### src/rtl/sat_counter.sv
// Up-counter that clears on request and sticks at its all-ones value.
module sat_counter #(
    parameter int Width = 20
) (
    input  logic             clk,
    input  logic             rst,
    input  logic             clr,
    input  logic             inc,
    output logic [Width-1:0] count
);

    always_ff @(posedge clk) begin
        if (rst || clr) begin
            count <= '0;
        end else if (inc && (count != {Width{1'b1}})) begin
            count <= count + 1'b1;
        end
    end

endmodule

### config.mk
export PLATFORM = sky130hd
export DESIGN_NAME = sat_counter
export DESIGN_NICKNAME = d
export VERILOG_FILES = /design/src/rtl/sat_counter.sv
export SDC_FILE = /design/constraint.sdc
export NUM_CORES = 1
export LEC_CHECK = 0
export CAP_MARGIN = 20
export CORE_ASPECT_RATIO = 1.1
export CORE_MARGIN = 4
export CORE_UTILIZATION = 43
export CTS_CLUSTER_SIZE = 10
export DETAILED_ROUTE_END_ITERATION = 6
export GPL_TIMING_DRIVEN = 0
export PLACE_DENSITY = 0.74
export RECOVER_POWER = 100
export SYNTH_ARGS = -nofsm -noshare
export SYNTH_HDL_FRONTEND = slang
export SYNTH_SLANG_ARGS = --single-unit
### constraint.sdc
create_clock -name clk -period 2 [get_ports clk]
set_clock_uncertainty 0.15 [all_clocks]
set_input_delay 0.6 -clock clk [delete_from_list [all_inputs] [get_ports clk]]
set_output_delay 0.6 -clock clk [all_outputs]
set_load 0.1 [all_outputs]
==> reports/summary.txt <==
=====================================================================================================
Post-synth ARST share                                                                              0%
Ports placed on the boundary                                                                       24
Post-synthesis share of cell area spent on full adders, half adders and majority gates          1.27%
Largest regs                                                                               count (20)
Post-layout power                                                                          0.000740 W
Die Outline Area                                                                         0.00313 mm^2
Slowest cell on crit path                                                                sky130_fd_sc_hd__or4_4
CP endpoint kind                                                                                 flop
Area of the mapped netlist                                                                   988 um^2
Power density of the placed cells                                                         558 mW/mm^2
Hold_sp                                                                                  count[11]$_SDFFE_PP0P_
Path class of the lowest-slack min-delay path                                            flop to flop
Most numerous cell in the Yosys netlist                                                  sky130_fd_sc_hd__dfxtp_1
Max-slew headroom at the worst pin                                                              65.9%
Minimum setup slack among reg-to-reg paths                                                    0.02 ns
Cell types with the highest counts after synthesis                                       20 x sky130_fd_sc_hd__dfxtp_1, 11 x sky130_fd_sc_hd__nor2_1, 9 x sky130_fd_sc_hd__a21oi_1
Post-synthesis sequential element count                                                            20
Placement Setup Slack                                                                       -0.715 ns
Number of input and output port buffers inserted                                                   23
Detailed Routing Iterations Pass 1                                                                  4
Placed wire-length estimate                                                                   1600 um
Number of antenna cells inserted                                                                    0
Core footprint                                                                           0.00211 mm^2
Number of buffers on the longest clock path                                                         2
Worst hold path stage count                                                                         2
First-pass GRT wire length                                                                    3640 um
Overall die width                                                                             53.7 um
Worst Max-Slew Pin Slew                                                                      0.517 ns
PnR worst setup slack                                                                       0.0233 ns
Final routed DRC violation total                                                                    0
Number of unique standard cell types used by synthesis                                             28
Clock-pin slew on the worst setup and hold paths                                              0.12 ns
Static leakage power                                                                         0.468 nW
Endpoint with the worst hold slack                                                       count[11]$_SDFFE_PP0P_
Total grt overflow                                                                                  0
Aggregate routed wire length                                                                  2230 um
Worst hold slack                                                                             0.364 ns
Fraction of the mapped netlist area in compound gates                                           19.6%
Vias in the first global route                                                                    844
Final critical-path share of the clock period                                                   98.8%
Depth of the CTS H-tree                                                                             1
Mean cell area of the mapped netlist                                                        8.75 um^2
Antenna violations before repair                                                                    0
Clock root buffer                                                                        sky130_fd_sc_hd__clkbuf_4
Number of nets in the synthesized netlist                                                         118
End of the worst register-to-register path                                               count[19]$_SDFFE_PP0P_
Largest fanout on the critical path                                                                 8
Total number of nets in the final design                                                          148
Number of rows created at floorplan                                                                17
WP data required                                                                              2.05 ns
WP data arrival                                                                               2.03 ns
Top cell type's share of synthesized area                                                       40.5%
Setup-violating endpoint count in the final report                                                  0
Instance area after placement                                                            0.00133 mm^2
Area share of xor/xnor cells in the synthesized design                                          7.09%
DRC marker count from the first detailed-route iteration                                           20
Timing startpoint of the critical path                                                   count[9]$_SDFFE_PP0P_
Layout fillers                                                                                    181
Dominant combinational cell family by area after synthesis                               simple AND/OR/NAND/NOR gates
Cell breakdown of the critical path                                                      nand4_1 > or4_4 > o2111ai_4 > or3_1 > a21oi_1
TritonCTS clock tree                                                                             done
Register with the most flip-flops                                                               count
RSZ-0062 raised after global routing                                                             true
Sinks on the clock net                                                                             20
Number of flip-flops in the largest register                                                       20
Shortest clock period the worst path allows after layout                                      1.98 ns
Maximum capacitance violations                                                                      0
Source-to-sink clock delay at the later pin of the worst-skew pair                            0.30 ns
Launch point of the worst reg-to-reg path                                                count[9]$_SDFFE_PP0P_
Number of cells on the worst reg-to-reg path                                                        5
Fin. max-slew vios                                                                                  0
Initial core utilization                                                                        46.9%
Placer Congestion                                                                               0.776
Vias                                                                                              965
Maximum number of pins on one net before global-route repair                                       13
Fraction of final layout cells with drive strength greater than 1                               41.5%
Global-route total usage across every layer                                                     15.2%
Number of buffers and inverters on the critical path                                                0
Antenna violation net count after detailed routing                                                  0
Highest cell delay on the worst timing path                                                   0.60 ns
Cell family with the largest share of critical-path delay                                simple AND/OR/NAND/NOR gates
Die boundary height                                                                           58.3 um
Share of the yosys chip area belonging to registers                                             40.5%
Post-detailed-route via-to-cell ratio                                                            5.68
Number of enable flip-flop cells after synthesis                                                    0
Post-CTS Hold Fix Bufs                                                                              0
Synth Instances                                                                                   113
Run status                                                                               finished, final reports clean
Number of hold-slack violations in the final timing report                                          0
Cell accounting for the most synthesized area                                            sky130_fd_sc_hd__dfxtp_1
Main synth FF type                                                                       sky130_fd_sc_hd__dfxtp_1
Top area cells in the synthesized netlist                                                sky130_fd_sc_hd__dfxtp_1 41%, sky130_fd_sc_hd__nand4_1 5.1%, sky130_fd_sc_hd__a21oi_1 4.6%, sky130_fd_sc_hd__or3_1 4.4%, sky130_fd_sc_hd__nor2_1 4.2%
Clock buffer count from CTS                                                                         3
Max IR drop VDD                                                                              0.422 mV
Simple-gate portion of the synthesized area                                                     30.0%
Per-cell routed wire length                                                                   13.1 um
Final instance area                                                                      0.00133 mm^2
Synth-to-Final Area Change                                                                      34.2%
Kind of critical path                                                                    flop to flop
Number of gates on the worst path with buffers counted                                              5
YS warnings                                                                                         0
Kind of launch point of the worst setup path                                                     flop
Multiplexer fraction of the synthesized cell area                                                  0%
Max Freq                                                                                      506 MHz
=====================================================================================================
==> placed cells by master, fill, tap and decap left out, types with 2 or more instances in the layout <==
master                            Yosys  layout
sky130_fd_sc_hd__buf_4                0       3
sky130_fd_sc_hd__clkdlybuf4s18_2      0       2
sky130_fd_sc_hd__inv_1                2       2
sky130_fd_sc_hd__nand2_1              8       8
sky130_fd_sc_hd__nand4_1              8       8
sky130_fd_sc_hd__or4_1                2       2
sky130_fd_sc_hd__dfxtp_4              0      20
sky130_fd_sc_hd__clkdlybuf4s50_1      0       2
sky130_fd_sc_hd__nor2_1              11      11
sky130_fd_sc_hd__and4_1               2       2
sky130_fd_sc_hd__nor3_1               3       2
sky130_fd_sc_hd__o21ai_1              5       5
sky130_fd_sc_hd__or2_2                3       3
sky130_fd_sc_hd__a21oi_1              9       9
sky130_fd_sc_hd__clkbuf_4             0       3
sky130_fd_sc_hd__xor2_1               4       4
sky130_fd_sc_hd__xnor2_1              4       4
sky130_fd_sc_hd__or3_1                7       7
sky130_fd_sc_hd__o21ai_0              4       4
sky130_fd_sc_hd__buf_2                0      18
sky130_fd_sc_hd__nand3_1              8       7
==> power by group <==
| group | switching [W] | internal, W |
|---|---|---|
| logic | 0.0000248 | 0.0000101 |
| registers | 0.00000197 | 0.000373 |
| clock network | 0.000128 | 0.000203 |
| total | 0.000154 | 0.000586 |
==> routing by layer <==
layer  up-vias  part of all wire [%]  GRT usage, %
met5         -                     0             0
met1       451                    47          20.5
li1        481                     -             -
met4         0                   1.5          5.47
met3         5                   5.5          2.31
met2        28                    46          24.0
==> cell type report <==
type,count,area (um^2),share of cell area [%]
multi-input cells,89,588,44.3
plain buffers,1,3.75,0.283
well taps,28,35.0,2.64
clock buffers,3,22.5,1.70
clock inverters,1,30.0,2.26
flip-flops and latches,20,475,35.8
inverters,2,7.51,0.566
repair buffers,26,164,12.4
==> worst max-delay path by stage <==
stage / to / slack, ns
3_3_place_gp: count[16]$_SDFFE_PP0P_ / -0.65
2_1_floorplan: count[19]$_SDFFE_PP0P_ / -0.06
6_report: count[19]$_SDFFE_PP0P_ / 0.02
4_1_cts: count[6] / 0.0001
3_5_place_dp: count[16]$_SDFFE_PP0P_ / -0.71
5_1_grt: count[19]$_SDFFE_PP0P_ / -0.07
==> worst min-delay path, stage by stage, from the launching register on <==
cell and delay [ns]:
sky130_fd_sc_hd__dfxtp_4 0.38, sky130_fd_sc_hd__o31ai_2 0.05, sky130_fd_sc_hd__a21oi_1 0.06
==> logic make-up after synthesis <==
logic type                 count (synthesis)
and+or+nand+nor                           55
AOI/OAI and AO/OA                         25
DFF                                       20
xor gates and xnor gates                   8
buffers and inverters                      4
adders and majority gates                  1
==> per-stage QoR <==
stage,std cells,TNS (ns),utilization [%]
final,170,0,63.0
after global routing,170,-0.400,63.0
after detailed placement,164,-11.37,63.1
after floorplan,113,-0.380,-
after global placement,164,-10.95,63.1
after CTS,167,0,65.0
==> repair_timing <==
item / CTS / global route
gates resized for setup: 81 / 23
endpoints found under the setup margin: 27 / 29
pin swaps: 0 / 12
setup buffers: 0 / 3
(Power assumes the default switching activity.)
